[config.mk]
export PLATFORM = sky130hd
export DESIGN_NAME = mux_4x1
export DESIGN_NICKNAME = d
export VERILOG_FILES = /design/src/rtl/mux_pkg.sv /design/src/rtl/mux_4x1_core.sv /design/src/rtl/mux_4x1.sv
export SDC_FILE = /design/constraint.sdc
export NUM_CORES = 1
export LEC_CHECK = 0
export ABC_AREA = 1
export BUFFER_PORTS_ARGS = -buffer_cell sky130_fd_sc_hd__clkbuf_2
export CELL_PAD_IN_SITES_DETAIL_PLACEMENT = 1
export CELL_PAD_IN_SITES_GLOBAL_PLACEMENT = 1
export CORE_AREA = 5 5 42 44
export DETAILED_ROUTE_END_ITERATION = 16
export DIE_AREA = 0 0 47 49
export GPL_ROUTABILITY_DRIVEN = 0
export PLACE_DENSITY_LB_ADDON = 0.1
export SETUP_SLACK_MARGIN = 0.2
export SYNTH_ARGS = -nofsm -noshare
export SYNTH_HDL_FRONTEND = slang
export SYNTH_SLANG_ARGS = --single-unit
[constraint.sdc]
create_clock -name clk -period 0.9 [get_ports clk]
set_clock_uncertainty 0.2 [all_clocks]
set_input_delay 0.045 -clock clk [delete_from_list [all_inputs] [get_ports clk]]
set_output_delay 0.045 -clock clk [all_outputs]
set_load 0.02 [all_outputs]
[src/rtl/mux_pkg.sv]
// Shared constants for the 4-to-1 lane selector: select encodings and lane count.
package mux_pkg;
   localparam int unsigned NUM_LANES = 4;

   localparam logic [1:0] SEL_L0 = 2'd0;
   localparam logic [1:0] SEL_L1 = 2'd1;
   localparam logic [1:0] SEL_L2 = 2'd2;
   localparam logic [1:0] SEL_L3 = 2'd3;
endpackage : mux_pkg

[src/rtl/mux_4x1_core.sv]
// Combinational 4-to-1 lane selector; lane k lives at ips[k*DATA_W +: DATA_W].
module mux_4x1_core
   import mux_pkg::*;
#(
   parameter int unsigned DATA_W = 1
) (
   input  logic [1:0]                  sel,
   input  logic [NUM_LANES*DATA_W-1:0] ips,
   output logic [DATA_W-1:0]           y
);

   logic [DATA_W-1:0] w_lane0;
   logic [DATA_W-1:0] w_lane1;
   logic [DATA_W-1:0] w_lane2;
   logic [DATA_W-1:0] w_lane3;

   assign w_lane0 = ips[0*DATA_W +: DATA_W];
   assign w_lane1 = ips[1*DATA_W +: DATA_W];
   assign w_lane2 = ips[2*DATA_W +: DATA_W];
   assign w_lane3 = ips[3*DATA_W +: DATA_W];

   // Default falls back to lane 0 so an unknown select never holds state.
   always_comb begin
      y = w_lane0;
      case (sel)
         SEL_L0:  y = w_lane0;
         SEL_L1:  y = w_lane1;
         SEL_L2:  y = w_lane2;
         SEL_L3:  y = w_lane3;
         default: y = w_lane0;
      endcase
   end

endmodule : mux_4x1_core

[src/rtl/mux_4x1.sv]
// 4-to-1 selector with a combinational output and an enable-gated registered copy.
module mux_4x1
   import mux_pkg::*;
#(
   parameter int unsigned DATA_W = 1
) (
   input  logic                        clk,
   input  logic                        rst,
   input  logic [1:0]                  sel,
   input  logic [NUM_LANES*DATA_W-1:0] ips,
   input  logic                        en,
   output logic [DATA_W-1:0]           y,
   output logic [DATA_W-1:0]           y_q,
   output logic [1:0]                  sel_q
);

   logic [DATA_W-1:0] w_y;
   logic [DATA_W-1:0] r_y_q;
   logic [1:0]        r_sel_q;

   mux_4x1_core #(
      .DATA_W (DATA_W)
   ) u_core (
      .sel (sel),
      .ips (ips),
      .y   (w_y)
   );

   // Reset takes priority over capture enable.
   always_ff @(posedge clk or posedge rst) begin
      if (rst) begin
         r_y_q   <= '0;
         r_sel_q <= SEL_L0;
      end else if (en) begin
         r_y_q   <= w_y;
         r_sel_q <= sel;
      end
   end

   assign y     = w_y;
   assign y_q   = r_y_q;
   assign sel_q = r_sel_q;

endmodule : mux_4x1

After elaboration in Yosys (flattened, before gate mapping):

Index checks and enable logic that the tools add are counted.

* equal/unequal tests: 3
* mux-type cells: 1
* reduce and logical (&&, ||, !) cells: 1

Operators with widths (number)
* == test 2 bit, second input constant: 2
* one-hot mux 1 bit (4 select lines): 1
* == test 2 x 1 -> 1 bit, second input constant: 1
* zero test 2 bit: 1

* bits in registers: 3
* output and inout bits: 4
* word-level logic and storage cells: 7

Longest topological paths before layout:

* depth in word-level cells: 2
* depth in mapped cells: 5

Modules after synthesis:

Synthesis repeated with hierarchy kept, for this count alone.

* cells, all modules: 27
* area total of the unflattened synthesis: 167.7 µm²

Modules (own cells, without submodules)
* mux_4x1: instances 1, cells an instance 14, area an instance 116.4 µm²
* mux_4x1_core: instances 1, cells an instance 13, area an instance 51.3 µm²

Least setup slack after synthesis:

Ideal clock, no wire load.

* path type: reg2reg
* start point: register, netlist name sel_q[0]
* end point: register r_sel_q[0] (netlist: sel_q[0])
* setup time: 127 ps
* data arrival time: 576 ps
* required time: 573 ps
* setup slack: -3 ps
* cell stages (with the launch flop): 3
* cell sequence: dfrtp_1 nand2_1 o21ai_0

RTL lines
* end signal: assignment: RTL line mux_4x1.sv:36 `r_sel_q <= sel;`
* end: declaration: RTL line mux_4x1.sv:19 `logic [1:0] r_sel_q;`

Worst setup path after layout:

* start point: register r_sel_q[1] (netlist: sel_q[1])
* end point: output sel_q[1]

RTL lines
* end: declaration: RTL line mux_4x1.sv:14 `output logic [1:0] sel_q`

No word-level cell between the ends.

==> impl_metrics.csv <==
group,metric,value,unit
final_layout,seq_area,78.8,µm²
worst_hold_path,min_path_type,"input port to flop",
power,power,584,µW
global_routing,grt_pass1_vias,262,
floorplan,die_x,47,µm
setup_path,cp.arrival,0.76,ns
setup_path,critPathLaunchType,"flop",
power,clkPwrFrac,39.5,%
synthesis,synth_cells,21,
routing,route.final.wire_length,564,µm
routing,drc,0,
timing,max_slew_margin,89.5,%
final_layout,diodes,0,
routing,wl_per_cell,9.40,µm
cts,cts_hold_buf,1,
power,seqPwrFrac,27.6,%
final_layout,fin_cells,60,
global_routing,grt_pass1_wl,883,µm
floorplan,start_util,11.7,%
power,p_switching,154,µW
routing,ant_nets,0,
setup_path,critPathMaxFanout,2,
floorplan,dieHeight,49,µm
timing,fmax,0.992,GHz
final_layout,n_fill_cell,179,
final_layout,final_net_count,54,
setup_path,crit_type,"flop to output port",
timing,hold_violations,3,
cts,cts_root_buffer,"clkbuf_4",
floorplan,row_count,14,
global_routing,grt_usage,5.71,%
timing,rsz0062_at_grt,"yes",
place,port_buffers,12,
routing,first_pass_iters,1,
place,placed_cells,49,
cts,clk_latency,0.23,ns
timing,finalSetupViolCount,4,
timing,worst_pin_slew,0.157,ns
cts,cts.sinks,3,
setup_path,slowest_stage,"dfrtp_2",
setup_path,cp-end-kind,"output port",
synthesis,avgSynthCellArea,7.81,µm²
synthesis,syn-num-nets,30,
setup_path,path_buf_inv,1,
setup_path,cp.required,0.65,ns
global_routing,grt_max_degree,6,
synthesis,netlist_area,164,µm²
cts,htreeDepth,1,
synthesis,seq_area_frac_synth,45.8,%
floorplan,core,1400,µm²
floorplan,pin_count,13,
synthesis,ys_ff_latch,3,
global_routing,antenna_found_initial,0,
synthesis,ys_warn_count,0,
floorplan,die_area,2300,µm²
power,p_per_area,1380,nW/µm²
power,vdd_drop_max,0.326,mV
timing,slew_viol_final,0,
run_status,status,"finished, violations left",
routing,via_per_inst,3.65,
timing,hold_ws,-0.134,ns
final_layout,multi_input_area,104,µm²
power,leakage,0.000217,µW
power,internal_power,430,µW
run_status,violations,"negative hold slack, negative setup slack",
synthesis,synth_cell_type_count,9,
timing,postLayoutSetupSlackWorst,-0.108,ns
power,switching_share,26.4,%
cts,cts_tree,"done",
cts,clockBufferDepth,2,
timing,post-route-period-util,112,%
cts,clkSlewWorstSetupHoldPaths,0.04,ns
final_layout,drive_above_1_share,77.3,%
cts,cts_made_buffers,3,
setup_path,worstPathCellList,"buf_8",
setup_path,critical-path-max-stage-delay,0.40,ns
run,drv_cap,0,
power,combPwrFrac,32.9,%
routing,via_count,219,
timing,fin_crit,1.01,ns
setup_path,crit_family,"flip-flops",
routing,drt_iter0_drc,0,
setup_path,ff2ff_setup_slack,-0.05,ns
final_layout,synthToLayoutAreaGrowth,159,%
global_routing,grt-ovfl-total,0,
timing,tns,-0.365,ns
-- final timing paths --
path                       startpoint        to  cells after the start
hold reg to reg                   y_q       y_q                      2
min in group asynchronous         rst  sel_q[0]                      3
hold / removal                     en       y_q                      3
max in group asynchronous         rst       y_q                      3
setup reg to reg             sel_q[1]  sel_q[1]                      3
setup / recovery             sel_q[1]  sel_q[1]                      1
-- logic make-up (layout without fill, tap and decap cells) --
family | after synthesis | count (layout) | share of synthesized area (%)
buffers and inverters | 4 | 27 | 9.16
AOI/OAI and AO/OA | 2 | 2 | 6.11
and+or+nand+nor | 12 | 12 | 38.9
DFF | 3 | 3 | 45.8
-- cell usage after synthesis, drive strengths merged --
cell / instances / area share (%)
dfrtp: 3 / 46
o21ai: 2 / 6.1
inv: 4 / 9.2
nand2: 8 / 20
nand3: 3 / 15
and2: 1 / 3.8
-- power groups by stage --
stage | Combinational, µW | Sequential (µW) | Clock, µW
floorplan | 39.2 | 177 | 0
global placement | 101 | 160 | 0
detailed placement | 102 | 160 | 0
CTS | 157 | 158 | 243
global route | 208 | 163 | 251
finish | 192 | 161 | 230
-- sequential cells by signal, indices dropped and copies added (netlist names) --
signal  cells
sel_q       2
y_q         1
-- cell type report --
type | count | area share [%]
Timing Repair Buffer | 19 | 41.3
Tap cell | 16 | 4.72
Multi-Input combinational cell | 14 | 24.5
Inverter | 4 | 4.72
Clock buffer | 4 | 6.19
Sequential cell | 3 | 18.6
-- stage by stage --
stage / area, µm² / worst slack, ns / utilization [%]
after floorplan: 168 / 0.0380 / -
after global placement: 248 / 0.0315 / 17.7
after detailed placement: 248 / 0.0292 / 17.7
after CTS: 368 / -0.134 / 26.3
after global routing: 424 / -0.129 / 30.3
final: 424 / -0.108 / 30.3
-- worst reg2reg max path: cells and delay by family (launching register included) --
kind	cells	cell delay, ns
flip-flops	1	0.40
AO/OA/AOI/OAI	1	0.06
buffers and inverters	1	0.14
AND/OR/NAND/NOR	1	0.04
-- metal layers --
layer  share of wire [%]  vias up  GRT usage, %
li1                    -      110             -
met1                  33       99          5.29
met2                  60       10          8.82
met3                 7.1        0             0
met4                   0        0          8.29
met5                   0        -             0
-- layout by cell type (no fill, tap or decap), types with 2 or more instances in the layout --
cell type,count
inv_1,2
o21ai_1,2
buf_4,6
nand2_2,3
dfrtp_2,3
nand2_1,3
buf_8,2
clkbuf_2,5
clkbuf_4,3
nand2_4,2
buf_6,4
-- what timing repair did --
item                       in CTS  in global routing
pin swaps                       2                  2
setup endpoints to repair       7                  7
hold endpoints to repair        6                  3
gates resized for setup        10                 20
buffers inserted                6                  0
No activity file was read; power rests on OpenSTA's default activity.
